[src/rtl/nv_nvdla_sdp_wdma_cmd_gen_pkg.sv]
// Shared SDP write-DMA definitions: command metadata layout, FSM encoding
// and the default channel atom.
package nv_nvdla_sdp_wdma_cmd_gen_pkg;

    localparam int SDP_ATOM_C = 16;

    // Command metadata, shared by both streams: spt pd is exactly this,
    // dma pd is this concatenated above the address.
    localparam int CMD_SIZE_LSB     = 0;
    localparam int CMD_SIZE_W       = 13;
    localparam int CMD_ODD_BIT      = 13;
    localparam int CMD_CUBE_END_BIT = 14;
    localparam int CMD_META_W       = 15;

    typedef struct packed {
        logic                  cube_end;
        logic                  odd;
        logic [CMD_SIZE_W-1:0] size;
    } cmd_meta_t;

    typedef enum logic [1:0] {
        ST_IDLE  = 2'd0,
        ST_RUN   = 2'd1,
        ST_DRAIN = 2'd2
    } wdma_state_e;

endpackage

[src/rtl/nv_nvdla_sdp_wdma_cmd_slot.sv]
// Single-entry valid/data holding slot; the payload stays put until the
// consumer accepts it.
module nv_nvdla_sdp_wdma_cmd_slot #(
    parameter int W = 15
) (
    input  logic         clk,
    input  logic         rst_n,
    input  logic         load_i,
    input  logic [W-1:0] data_i,
    input  logic         prdy_i,
    output logic         pvld_o,
    output logic [W-1:0] pd_o,
    output logic         free_o
);

    logic         pvld_q;
    logic [W-1:0] pd_q;

    // Empty, or the held entry leaves this cycle: a new one may enter.
    assign free_o = ~pvld_q | prdy_i;
    assign pvld_o = pvld_q;
    assign pd_o   = pd_q;

    // NOTE: non-blocking assignments here so every flop samples pre-edge values.
    always_ff @(posedge clk or negedge rst_n) begin
        if (!rst_n) begin
            pvld_q <= 1'b0;
            pd_q   <= '0;
        end else if (load_i) begin
            pvld_q <= 1'b1;
            pd_q   <= data_i;
        end else if (prdy_i) begin
            pvld_q <= 1'b0;
        end
    end

endmodule

[src/rtl/nv_nvdla_sdp_wdma_cmd_gen.sv]
// SDP write-DMA command generator: walks the output cube line by line,
// surface by surface, and issues one command per line to the dma/spt streams.
module nv_nvdla_sdp_wdma_cmd_gen
    import nv_nvdla_sdp_wdma_cmd_gen_pkg::*;
#(
    parameter int ADDR_W = 64,
    parameter int ATOM_C = SDP_ATOM_C
) (
    input  logic                         nvdla_core_clk,
    input  logic                         nvdla_core_rstn,
    input  logic                         op_load,
    input  logic [ADDR_W-1:0]            reg2dp_dst_base_addr,
    input  logic [31:0]                  reg2dp_dst_line_stride,
    input  logic [31:0]                  reg2dp_dst_surface_stride,
    input  logic [12:0]                  reg2dp_width,
    input  logic [12:0]                  reg2dp_height,
    input  logic [12:0]                  reg2dp_channel,
    input  logic                         reg2dp_output_dst,
    output logic                         cmd2dat_dma_pvld,
    input  logic                         cmd2dat_dma_prdy,
    output logic [ADDR_W+CMD_META_W-1:0] cmd2dat_dma_pd,
    output logic                         cmd2dat_spt_pvld,
    input  logic                         cmd2dat_spt_prdy,
    output logic [CMD_META_W-1:0]        cmd2dat_spt_pd,
    output logic                         cmd_done
);

    wdma_state_e       state_q, state_d;
    logic [12:0]       width_q, width_d;
    logic [12:0]       height_q, height_d;
    logic [12:0]       surf_last_q, surf_last_d;
    logic [31:0]       line_stride_q, line_stride_d;
    logic [31:0]       surf_stride_q, surf_stride_d;
    logic              otf_q, otf_d;
    logic [12:0]       line_q, line_d;
    logic [12:0]       surf_q, surf_d;
    logic [ADDR_W-1:0] line_addr_q, line_addr_d;
    logic [ADDR_W-1:0] surf_addr_q, surf_addr_d;

    logic      dma_free, spt_free;
    logic      load_cmd;
    logic      last_line, last_surf;
    cmd_meta_t cmd_meta;

    assign last_line = (line_q == height_q);
    assign last_surf = (surf_q == surf_last_q);

    assign cmd_meta.cube_end = last_line & last_surf;
    assign cmd_meta.odd      = ~width_q[0];
    assign cmd_meta.size     = width_q;

    // The on-the-fly path never fills the dma slot, so it never gates a load.
    assign load_cmd = (state_q == ST_RUN) & spt_free & (otf_q | dma_free);

    assign cmd_done = (state_q == ST_DRAIN) & ~cmd2dat_dma_pvld & ~cmd2dat_spt_pvld;

    always_comb begin
        // NOTE: every next-state value defaults to hold, so no path infers a latch.
        state_d       = state_q;
        width_d       = width_q;
        height_d      = height_q;
        surf_last_d   = surf_last_q;
        line_stride_d = line_stride_q;
        surf_stride_d = surf_stride_q;
        otf_d         = otf_q;
        line_d        = line_q;
        surf_d        = surf_q;
        line_addr_d   = line_addr_q;
        surf_addr_d   = surf_addr_q;

        case (state_q)
            ST_IDLE: begin
                if (op_load) begin
                    width_d       = reg2dp_width;
                    height_d      = reg2dp_height;
                    surf_last_d   = reg2dp_channel / 13'(ATOM_C);
                    line_stride_d = reg2dp_dst_line_stride;
                    surf_stride_d = reg2dp_dst_surface_stride;
                    otf_d         = reg2dp_output_dst;
                    line_d        = '0;
                    surf_d        = '0;
                    line_addr_d   = reg2dp_dst_base_addr;
                    surf_addr_d   = reg2dp_dst_base_addr;
                    state_d       = ST_RUN;
                end
            end
            ST_RUN: begin
                if (load_cmd) begin
                    if (cmd_meta.cube_end) begin
                        state_d = ST_DRAIN;
                    end else if (last_line) begin
                        // Strides are zero-extended; the sums wrap at ADDR_W bits.
                        line_d      = '0;
                        surf_d      = surf_q + 13'd1;
                        surf_addr_d = surf_addr_q + ADDR_W'(surf_stride_q);
                        line_addr_d = surf_addr_q + ADDR_W'(surf_stride_q);
                    end else begin
                        line_d      = line_q + 13'd1;
                        line_addr_d = line_addr_q + ADDR_W'(line_stride_q);
                    end
                end
            end
            ST_DRAIN: begin
                if (cmd_done) begin
                    state_d = ST_IDLE;
                end
            end
            default: state_d = ST_IDLE;
        endcase
    end

    always_ff @(posedge nvdla_core_clk or negedge nvdla_core_rstn) begin
        if (!nvdla_core_rstn) begin
            state_q       <= ST_IDLE;
            width_q       <= '0;
            height_q      <= '0;
            surf_last_q   <= '0;
            line_stride_q <= '0;
            surf_stride_q <= '0;
            otf_q         <= 1'b0;
            line_q        <= '0;
            surf_q        <= '0;
            line_addr_q   <= '0;
            surf_addr_q   <= '0;
        end else begin
            state_q       <= state_d;
            width_q       <= width_d;
            height_q      <= height_d;
            surf_last_q   <= surf_last_d;
            line_stride_q <= line_stride_d;
            surf_stride_q <= surf_stride_d;
            otf_q         <= otf_d;
            line_q        <= line_d;
            surf_q        <= surf_d;
            line_addr_q   <= line_addr_d;
            surf_addr_q   <= surf_addr_d;
        end
    end

    nv_nvdla_sdp_wdma_cmd_slot #(
        .W (ADDR_W + CMD_META_W)
    ) u_dma_slot (
        .clk    (nvdla_core_clk),
        .rst_n  (nvdla_core_rstn),
        .load_i (load_cmd & ~otf_q),
        .data_i ({cmd_meta, line_addr_q}),
        .prdy_i (cmd2dat_dma_prdy),
        .pvld_o (cmd2dat_dma_pvld),
        .pd_o   (cmd2dat_dma_pd),
        .free_o (dma_free)
    );

    nv_nvdla_sdp_wdma_cmd_slot #(
        .W (CMD_META_W)
    ) u_spt_slot (
        .clk    (nvdla_core_clk),
        .rst_n  (nvdla_core_rstn),
        .load_i (load_cmd),
        .data_i (cmd_meta),
        .prdy_i (cmd2dat_spt_prdy),
        .pvld_o (cmd2dat_spt_pvld),
        .pd_o   (cmd2dat_spt_pd),
        .free_o (spt_free)
    );

endmodule

[config.mk]
export PLATFORM = sky130hd
export DESIGN_NAME = nv_nvdla_sdp_wdma_cmd_gen
export DESIGN_NICKNAME = d
export VERILOG_FILES = /design/src/rtl/nv_nvdla_sdp_wdma_cmd_gen_pkg.sv /design/src/rtl/nv_nvdla_sdp_wdma_cmd_slot.sv /design/src/rtl/nv_nvdla_sdp_wdma_cmd_gen.sv
export SDC_FILE = /design/constraint.sdc
export NUM_CORES = 1
export LEC_CHECK = 0
export CELL_PAD_IN_SITES_DETAIL_PLACEMENT = 1
export CELL_PAD_IN_SITES_GLOBAL_PLACEMENT = 2
export CORE_MARGIN = 2
export CORE_UTILIZATION = 36
export DETAILED_ROUTE_END_ITERATION = 8
export GPL_ROUTABILITY_DRIVEN = 0
export HOLD_SLACK_MARGIN = 0.15
export PLACE_DENSITY = 0.95
export SLEW_MARGIN = 5
export SYNTH_ARGS = -nofsm -noshare
export SYNTH_HDL_FRONTEND = slang
export SYNTH_SLANG_ARGS = --single-unit
[constraint.sdc]
create_clock -name nvdla_core_clk -period 7.1 [get_ports nvdla_core_clk]
set_input_delay 1.775 -clock nvdla_core_clk [delete_from_list [all_inputs] [get_ports nvdla_core_clk]]
set_output_delay 1.775 -clock nvdla_core_clk [all_outputs]
set_load 0.02 [all_outputs]
Word-level counts from Yosys, hierarchy flattened
Cells that the tools add are included.
{"block": "classes", "add_sub_neg": 4, "mul": 0, "div": 0, "n_lt_le_gt_ge": 0, "eq_ne": 10, "shift": 0, "n_mux": 27, "bitwise_logic": 13, "reduce_logical": 8}
{"cell": "2-to-1 mux 64 bit", "n": 7}
{"cell": "one-hot mux 64 bit (2 select lines)", "n": 2}
{"cell": "adder 64 x 32 -> 64 bit", "n": 2}
{"cell": "2-to-1 mux 13 bit", "n": 7}
{"cell": "one-hot mux 13 bit (2 select lines)", "n": 2}
{"cell": "adder 13 x 1 -> 13 bit (second input constant)", "n": 2}
{"cell": "== test 13 bit", "n": 1}
{"cell": "== test 13 x 9 -> 1 bit", "n": 1}
{"cell": "inequality test 2 bit (second input constant)", "n": 5}
{"cell": "2-to-1 mux 2 bit", "n": 4}
{"cell": "AND reduction 4 bit", "n": 2}
{"cell": "bitwise AND 1 bit", "n": 6}
{"cell": "one-hot mux 2 bit (3 select lines)", "n": 1}
{"cell": "nonzero test 2 bit", "n": 3}
{"cell": "AND reduction 5 bit", "n": 1}
{"cell": "2-to-1 mux 1 bit", "n": 4}
{"cell": "inverter 1 bit", "n": 4}
{"cell": "OR 1 bit", "n": 3}
{"cell": "== test 2 x 1 -> 1 bit (second input constant)", "n": 1}
{"cell": "== test 2 bit (second input constant)", "n": 1}
{"cell": "logical NOT 2 bit", "n": 1}
{"cell": "inequality test 2 x 1 -> 1 bit (second input constant)", "n": 1}
{"cell": "AND reduction 2 bit", "n": 1}
{"block": "word_totals", "reg_bits": 352, "latch_bits": 0, "ramBits": 0, "rom_bits": 0, "input_bits": 173, "out_inout_bits": 97, "elab_cells": 77, "memories": 0}

Depth between registers and ports, before layout
Gate-level depths: netlist of the first run.
{"block": "logic_depth", "word_depth": 6, "mapped_depth": 13, "mapped_depth_nobuf": 12}

Cells and area by module
A second synthesis of the first run with hierarchy kept.
{"block": "unflattened", "cells_unflattened": 2352, "hier_area_um2": 21496.9}
{"module": "nv_nvdla_sdp_wdma_cmd_gen", "n_inst": 1, "cells_per_inst": 2147, "area_per_inst_um2": 17478.0, "seq_area_each_um2": 6406.1}
{"module": "nv_nvdla_sdp_wdma_cmd_slot (u_dma_slot)", "n_inst": 1, "cells_per_inst": 170, "area_per_inst_um2": 3372.0, "seq_area_each_um2": 2001.9}
{"module": "nv_nvdla_sdp_wdma_cmd_slot (u_spt_slot)", "n_inst": 1, "cells_per_inst": 35, "area_per_inst_um2": 646.9, "seq_area_each_um2": 400.4}

Worst setup path before layout of the first run
OpenSTA, ideal clock, no wires.
{"block": "synth_timing", "path_type": "input to register", "from": "input cmd2dat_dma_prdy", "to": "register surf_addr_q[28]", "setup_ps": 141, "arrival_ps": 3616, "required_time_ps": 6959, "path_slack_ps": 3342, "stages": 10, "path_buffers": 4, "cell_sequence": "nand2b_1 > o21ai_0 > nor2b_1 > clkbuf_1 > o21ai_2 > a21oi_1 > clkbuf_1 > clkbuf_1 > clkbuf_1 > a31oi_1"}
{"block": "synth_via", "elab_chain_cells": 5}
{"element": "start: declaration", "line": "nv_nvdla_sdp_wdma_cmd_gen.sv:20", "text": "input logic cmd2dat_dma_prdy,"}
{"element": "OR 1 bit", "line": "nv_nvdla_sdp_wdma_cmd_slot.sv:20", "text": "assign free_o = ~pvld_q | prdy_i;"}
{"element": "OR 1 bit", "line": "nv_nvdla_sdp_wdma_cmd_gen.sv:53", "text": "assign load_cmd = (state_q == ST_RUN) & spt_free & (otf_q | dma_free);"}
{"element": "bitwise AND 1 bit", "line": "nv_nvdla_sdp_wdma_cmd_gen.sv:53"}
{"element": "inequality test 2 bit (no line)"}
{"element": "AND reduction 5 bit (no line)"}
{"element": "end signal: assignment", "line": "nv_nvdla_sdp_wdma_cmd_gen.sv:136", "text": "surf_addr_q <= surf_addr_d;"}
{"element": "end: declaration", "line": "nv_nvdla_sdp_wdma_cmd_gen.sv:38", "text": "logic [ADDR_W-1:0] surf_addr_q, surf_addr_d;"}
No other way between the ends.
A chain may end at the register's enable or synchronous reset.

Worst setup path after layout of the first run
{"block": "layout_timing", "from": "input cmd2dat_dma_prdy", "to": "register surf_addr_q[58]"}
Same word-level chain as after synthesis.

==> results.py, run 1 <==
metrics = {
    "cells_and_area": {
        "finalInstanceArea_mm2": 0.0248,
        "drive_gt1_frac": 0.0461,
        "fin_nets": 2880,
        "syn2layout_area_growth_pct": 23.3,
    },
    "clock_tree": {
        "ctsHoldBuffers": 0,
        "post_cts_buffers": 0,
        "cts_htree_levels": 2,
        "cts-resized-gates": 0,
        "clockBufferDepth": 3,
        "cts_root_buf": "clkbuf_16",
        "insertion_delay_ps": 600,
        "cts_tree": "done",
        "cts.sinks": 352,
        "cts_buffers": 41,
        "clkTransAtPathRegs_ps": 60,
    },
    "flow_run": {
        "cap_violations": 0,
    },
    "sta": {
        "finalCriticalPeriod_ps": 4670,
        "slew_violations": 0,
        "hold_viol": 0,
        "hold_slack_ps": 472,
        "rsz0062_at_grt": "no",
        "fin_skew_ps": 29.3,
        "max_freq_mhz": 214,
        "setup_viol": 0,
        "timing.slew.headroom": 0.257,
        "fin_tns_setup_ps": 0,
        "worst_pin_slew_ps": 1110,
        "fin_crit_sh": 0.658,
    },
    "route": {
        "routed_via_density": 5.53,
        "drt-total-wl_um": 73100,
        "first_pass_iters": 5,
        "vias": 18900,
        "wl_per_cell_um": 21.4,
        "drtIter0Drc": 1390,
        "ant_nets": 0,
        "route.detailed.drc": 0,
    },
    "outcome": {
        "status": "complete, no violations",
    },
    "yosys": {
        "ys_ff_latch": 352,
        "syn_area_mm2": 0.0201,
        "async_flop_share": 1.00,
        "ys_types": 81,
        "ys_warn_count": 0,
        "ys.flop_type": "dfrtp_1",
        "ys_seq_area_frac": 0.439,
        "synthCells": 2452,
        "synth_area_per_cell_um2": 8.19,
        "syn-num-nets": 2693,
        "synth_edf_count": 0,
    },
    "floorplanning": {
        "coreArea_mm2": 0.0551,
        "die_w_um": 240,
        "num_rows": 86,
        "start_util": 0.364,
        "io_pins": 270,
        "fp.dieH_um": 240,
        "fp.dieArea_mm2": 0.0577,
    },
    "global_route": {
        "grt_overflow_total": 0,
        "grt_use_total": 0.255,
        "grt_pass1_vias": 19700,
        "grt_pass1_wl_um": 115000,
        "antenna_found_initial": 6,
        "grt_max_degree": 173,
    },
    "power": {
        "switching_share": 0.453,
        "comb_power_share": 0.499,
        "seq_power_share": 0.312,
        "ir_drop_mv": 0.218,
        "p_switching_mw": 5.33,
        "clkPwrFrac": 0.189,
        "leakage_nw": 11.3,
        "p_per_area_mw_per_mm2": 475,
        "p_int_mw": 6.43,
    },
    "setup_path": {
        "endpoint_kind": "flip-flop",
        "cp-start-kind": "input port",
        "critical_path_class": "in -> reg",
        "required_ps": 7580,
        "cp_max_fo": 37,
        "critPathArrivalTime_ps": 5150,
    },
    "hold_path": {
        "min_path_type": "reg -> reg",
    },
    "placement": {
        "place_hpwl_um": 53100,
        "placed_cell_area_mm2": 0.0233,
        "port_buffers": 265,
    },
}
## per-layer routing
metal  global-route usage  wire length (um)  vias up
met5                    0                 8        -
met1                0.364             34200     9454
met3               0.0347              3910      109
met4               0.0920              2380        2
li1                     -                 -     8830
met2                0.394             32600      539
## cell usage after synthesis (16+ instances only)
cell / instances / area, um2
xor2_1: 70 / 613
and3_1: 35 / 219
nor3_1: 24 / 120
a21o_1: 31 / 233
nor2_1: 165 / 619
a21oi_1: 139 / 696
o22a_1: 22 / 193
ha_1: 66 / 826
nand3_1: 48 / 240
buf_2: 16 / 80.1
clkbuf_1: 111 / 417
a31oi_1: 57 / 357
nand2_1: 799 / 3000
nand4_1: 44 / 275
inv_1: 19 / 71.3
mux2i_1: 18 / 180
dfrtp_1: 352 / 8810
xnor2_1: 55 / 482
o22ai_1: 19 / 119
o21a_1: 25 / 188
o21ai_0: 114 / 571
## worst max-delay path, stage by stage
cell	delay [ps]
clkdlybuf4s50_1	460
nand2b_1	110
o21ai_0	120
nand2b_1	280
nor2_1	650
nor2_4	340
nor2_2	920
nand4_1	180
o31a_1	170
o21a_1	100
## sequential cells by signal, summed over array words and instances, names as in the netlist
register	cells
u_dma_slot.pd_o	79
line_addr_q	64
surf_addr_q	64
line_stride_q	32
surf_stride_q	32
u_spt_slot.pd_o	15
height_q	13
line_q	13
surf_q	13
width_q	13
surf_last_q	9
state_q	2
otf_q	1
u_dma_slot.pvld_o	1
u_spt_slot.pvld_o	1
## final cells by class
type / count / area, um2
clock buffer: 54 / 1140
fill: 6527 / 30300
antenna: 5 / 12.5
multi-input combinational: 1942 / 10700
inverter: 19 / 71.3
tap: 748 / 936
timing repair buffer: 283 / 2820
clock inverter: 19 / 255
sequential: 352 / 8810
## final timing paths
path                            slack (ps)  cells after the start             endpoint                 from
worst max-delay path                  2430                     10      surf_addr_q[58]     cmd2dat_dma_prdy
worst min-delay path                   470                      2  u_dma_slot.pd_o[38]  u_dma_slot.pd_o[38]
worst max register to register        2630                      9      surf_addr_q[58]           state_q[0]
worst min register to register         470                      2  u_dma_slot.pd_o[38]  u_dma_slot.pd_o[38]
max in group asynchronous             4640                      2          height_q[2]      nvdla_core_rstn
min in group asynchronous             1080                      1     surf_stride_q[7]      nvdla_core_rstn
## per-stage QoR
step	instances	total power, mW	setup WS (ps)	utilization
global placement	3344	9.15	1790	0.424
detailed placement	3344	9.42	1720	0.424
global route	3422	12.6	2140	0.449
finish	3422	11.8	2430	0.449
floorplan	2452	7.26	3340	-
CTS	3417	11.7	2350	0.449
## cells in the final DEF, fill, tap and decap left out, types with 8 or more instances in the layout
cell / count
and2_1: 12
nor4_1: 13
nand2_1: 798
and3_1: 35
o22a_1: 22
o21bai_1: 8
mux2i_1: 18
nand2b_1: 8
clkbuf_16: 41
nand3_1: 48
a21o_1: 31
inv_1: 19
or3_1: 10
o21a_1: 25
clkdlybuf4s50_1: 264
o211ai_1: 12
ha_1: 66
nor3_1: 24
a211oi_1: 15
nor2_1: 162
dfrtp_1: 352
a31oi_1: 57
xor2_1: 70
xnor2_1: 55
o22ai_1: 19
o21ai_0: 114
a21oi_1: 138
o221ai_1: 8
nand4_1: 44
buf_4: 16
## power by group through the flow
stage,Clock (mW),Combinational (mW),Sequential [mW]
after floorplan,0,3.63,3.63
after global placement,0,5.52,3.63
after detailed placement,0,5.75,3.68
after CTS,2.28,5.82,3.66
after global routing,2.35,6.43,3.78
final,2.22,5.87,3.67
## logic make-up after synthesis
kind of cell / Yosys count / share of synthesized area
fa+ha+maj: 68 / 0.0431
xor+xnor: 125 / 0.0545
buf+inv: 158 / 0.0310
simple gates: 1202 / 0.254
mux: 21 / 0.0107
compound gates: 526 / 0.168
flops: 352 / 0.439
Power figures use the tool's default switching activity.
==> run 2, diff against run 1 <==
--- a/config.mk
+++ b/config.mk
@@ -8,11 +8,11 @@
 export CELL_PAD_IN_SITES_DETAIL_PLACEMENT = 1
 export CELL_PAD_IN_SITES_GLOBAL_PLACEMENT = 2
 export CORE_MARGIN = 2
-export CORE_UTILIZATION = 36
+export CORE_UTILIZATION = 30
 export DETAILED_ROUTE_END_ITERATION = 8
 export GPL_ROUTABILITY_DRIVEN = 0
 export HOLD_SLACK_MARGIN = 0.15
-export PLACE_DENSITY = 0.95
+export PLACE_DENSITY = 0.86
 export SLEW_MARGIN = 5
 export SYNTH_ARGS = -nofsm -noshare
 export SYNTH_HDL_FRONTEND = slang
==> constraint.sdc (replaced) <==
create_clock -name nvdla_core_clk -period 4.26 [get_ports nvdla_core_clk]
set_input_delay 1.065 -clock nvdla_core_clk [delete_from_list [all_inputs] [get_ports nvdla_core_clk]]
set_output_delay 1.065 -clock nvdla_core_clk [all_outputs]
set_load 0.02 [all_outputs]
==> results.py, run 2 (synthesis gave the netlist of run 1 again) <==
metrics = {
    "sta": {
        "fin_crit_sh": 0.854,
        "layout_setup_ws_ps": 620,
        "timing.slew.headroom": 0.479,
        "hold_viol": 0,
        "max_freq_mhz": 275,
        "setup_viol": 0,
        "fin_tns_setup_ps": 0,
        "slew_violations": 0,
        "fin_skew_ps": 33.8,
        "finalCriticalPeriod_ps": 3640,
        "rsz0062_at_grt": "no",
        "worst_pin_slew_ps": 781,
    },
    "clock_tree": {
        "cts-resized-gates": 0,
        "cts_buffers": 44,
        "cts_tree": "done",
        "clockBufferDepth": 3,
        "cts_htree_levels": 2,
        "ctsHoldBuffers": 0,
        "cts_root_buf": "clkbuf_16",
        "insertion_delay_ps": 600,
        "clkTransAtPathRegs_ps": 60,
        "cts.sinks": 352,
        "post_cts_buffers": 0,
    },
    "floorplanning": {
        "io_pins": 270,
        "num_rows": 94,
        "fp.dieArea_mm2": 0.0690,
        "die_w_um": 263,
        "fp.dieH_um": 263,
        "coreArea_mm2": 0.0660,
        "start_util": 0.304,
    },
    "setup_path": {
        "endpoint_kind": "flip-flop",
        "crit_end": "line_addr_q[48]",
        "cp_max_fo": 4,
        "r2r_slack_ps": 620,
        "worstRegToRegCells": 12,
        "required_ps": 4760,
        "reg2reg_to": "line_addr_q[48]",
        "cp-start-kind": "flip-flop",
        "critical_path_class": "reg -> reg",
        "critPathArrivalTime_ps": 4140,
        "r2r_start": "surf_stride_q[0]",
        "startpoint": "surf_stride_q[0]",
    },
    "route": {
        "drt-total-wl_um": 75900,
        "first_pass_iters": 5,
        "drtIter0Drc": 1379,
        "routed_via_density": 5.33,
        "route.detailed.drc": 0,
        "vias": 19000,
        "ant_nets": 0,
        "wl_per_cell_um": 21.3,
    },
    "placement": {
        "place_hpwl_um": 56000,
        "dpl_worst_slack_ps": 696,
        "port_buffers": 265,
    },
    "outcome": {
        "status": "complete, no violations",
    },
    "cells_and_area": {
        "syn2layout_area_growth_pct": 25.7,
        "drive_gt1_frac": 0.0546,
        "mostFrequentLayoutCells": "797 x nand2_1, 352 x dfrtp_1, 264 x clkdlybuf4s50_1",
        "largest_reg_flops": 79,
        "multi_input_area_mm2": 0.0107,
        "fin_nets": 2904,
        "regArea_mm2": 0.00881,
        "filler_cell_count": 7679,
        "layout_commonest_cell": "nand2_1",
    },
    "power": {
        "seq_power_share": 0.307,
        "clkPwrFrac": 0.197,
        "p_per_area_mw_per_mm2": 787,
        "switching_share": 0.447,
        "ir_drop_mv": 0.325,
        "p_switching_mw": 8.88,
        "leakage_nw": 11.5,
        "p_int_mw": 11.0,
        "comb_power_share": 0.496,
    },
    "global_route": {
        "antenna_found_initial": 5,
        "grt_max_degree": 118,
        "grt_overflow_total": 0,
        "grt_use_total": 0.217,
        "grt_pass1_wl_um": 118000,
        "grt_pass1_vias": 19600,
    },
    "flow_run": {
        "cap_violations": 0,
    },
    "hold_path": {
        "min_path_type": "in -> async",
    },
}
==> run 2: cell type report <==
| cell class | instances | area share |
|---|---|---|
| Multi-Input combinational cell | 1942 | 0.424 |
| Sequential cell | 352 | 0.349 |
| Timing Repair Buffer | 304 | 0.121 |
| Clock buffer | 60 | 0.0500 |
| Tap cell | 864 | 0.0428 |
| Clock inverter | 16 | 0.00966 |
| Inverter | 19 | 0.00283 |
| Antenna cell | 4 | 0.000397 |
==> run 2: worst min-delay path by stage <==
stage | from | endpoint | slack, ps | cells after the start
6_report | nvdla_core_rstn | surf_stride_q[1] | 420 | 1
5_1_grt | nvdla_core_rstn | surf_stride_q[3] | 450 | 1
4_1_cts | nvdla_core_rstn | surf_stride_q[20] | 450 | 1
3_5_place_dp | u_spt_slot.pd_o[10] | u_spt_slot.pd_o[10] | 460 | 2
3_3_place_gp | u_dma_slot.pd_o[55] | u_dma_slot.pd_o[55] | 460 | 2
2_1_floorplan | line_stride_q[0] | line_stride_q[0] | 450 | 2
==> run 2: per-stage QoR <==
| stage | cells | utilization | total power, mW | hold WS, ps | area [um2] |
|---|---|---|---|---|---|
| after detailed placement | 3481 | 0.360 | 15.8 | 464 | 23700 |
| after CTS | 3557 | 0.382 | 19.9 | 446 | 25200 |
| after global placement | 3481 | 0.360 | 15.4 | 461 | 23700 |
| after floorplan | 2452 | - | 12.1 | 452 | 20100 |
| final | 3561 | 0.383 | 19.9 | 418 | 25200 |
| after global routing | 3561 | 0.383 | 21.2 | 447 | 25200 |
==> run 2: power groups by stage <==
stage	Clock, mW	Combinational, mW	Sequential [mW]
after floorplan	0	6.05	6.05
after global placement	0	9.38	6.05
after detailed placement	0	9.72	6.11
after CTS	4.01	9.81	6.08
after global routing	4.15	10.8	6.28
final	3.91	9.85	6.10
==> run 2: worst max-delay path, stage by stage (launching register included) <==
cell and delay, ps:
dfrtp_1 380, ha_1 240, fa_1 410, a21o_1 220, a22o_1 260, a32oi_1 250
a21oi_1 160, a2111o_1 480, a221o_1 370, o21ai_1 250, xnor2_1 210, mux2i_1 120
o21ai_0 180
==> run 2: per-layer routing <==
metal / up-vias / track usage / part of all wire
met5: - / 0 / 0.00014
met4: 2 / 0.0797 / 0.035
met3: 133 / 0.0329 / 0.049
met2: 517 / 0.333 / 0.44
met1: 9431 / 0.309 / 0.47
li1: 8885 / - / -
==> run 3, diff against run 2 <==
==> constraint.sdc (replaced) <==
create_clock -name nvdla_core_clk -period 4.26 [get_ports nvdla_core_clk]
set_input_delay 1.065 -clock nvdla_core_clk [delete_from_list [all_inputs] [get_ports nvdla_core_clk]]
set_output_delay 1.065 -clock nvdla_core_clk [all_outputs]
set_load 0.01 [all_outputs]
==> results of run 3 <==
The final DEF is identical to that of run 2. Status: complete, no violations.
Among the figures that moved: total power 19.9 mW -> 19.5 mW; worst IR drop on VDD 0.325 mV -> 0.324 mV
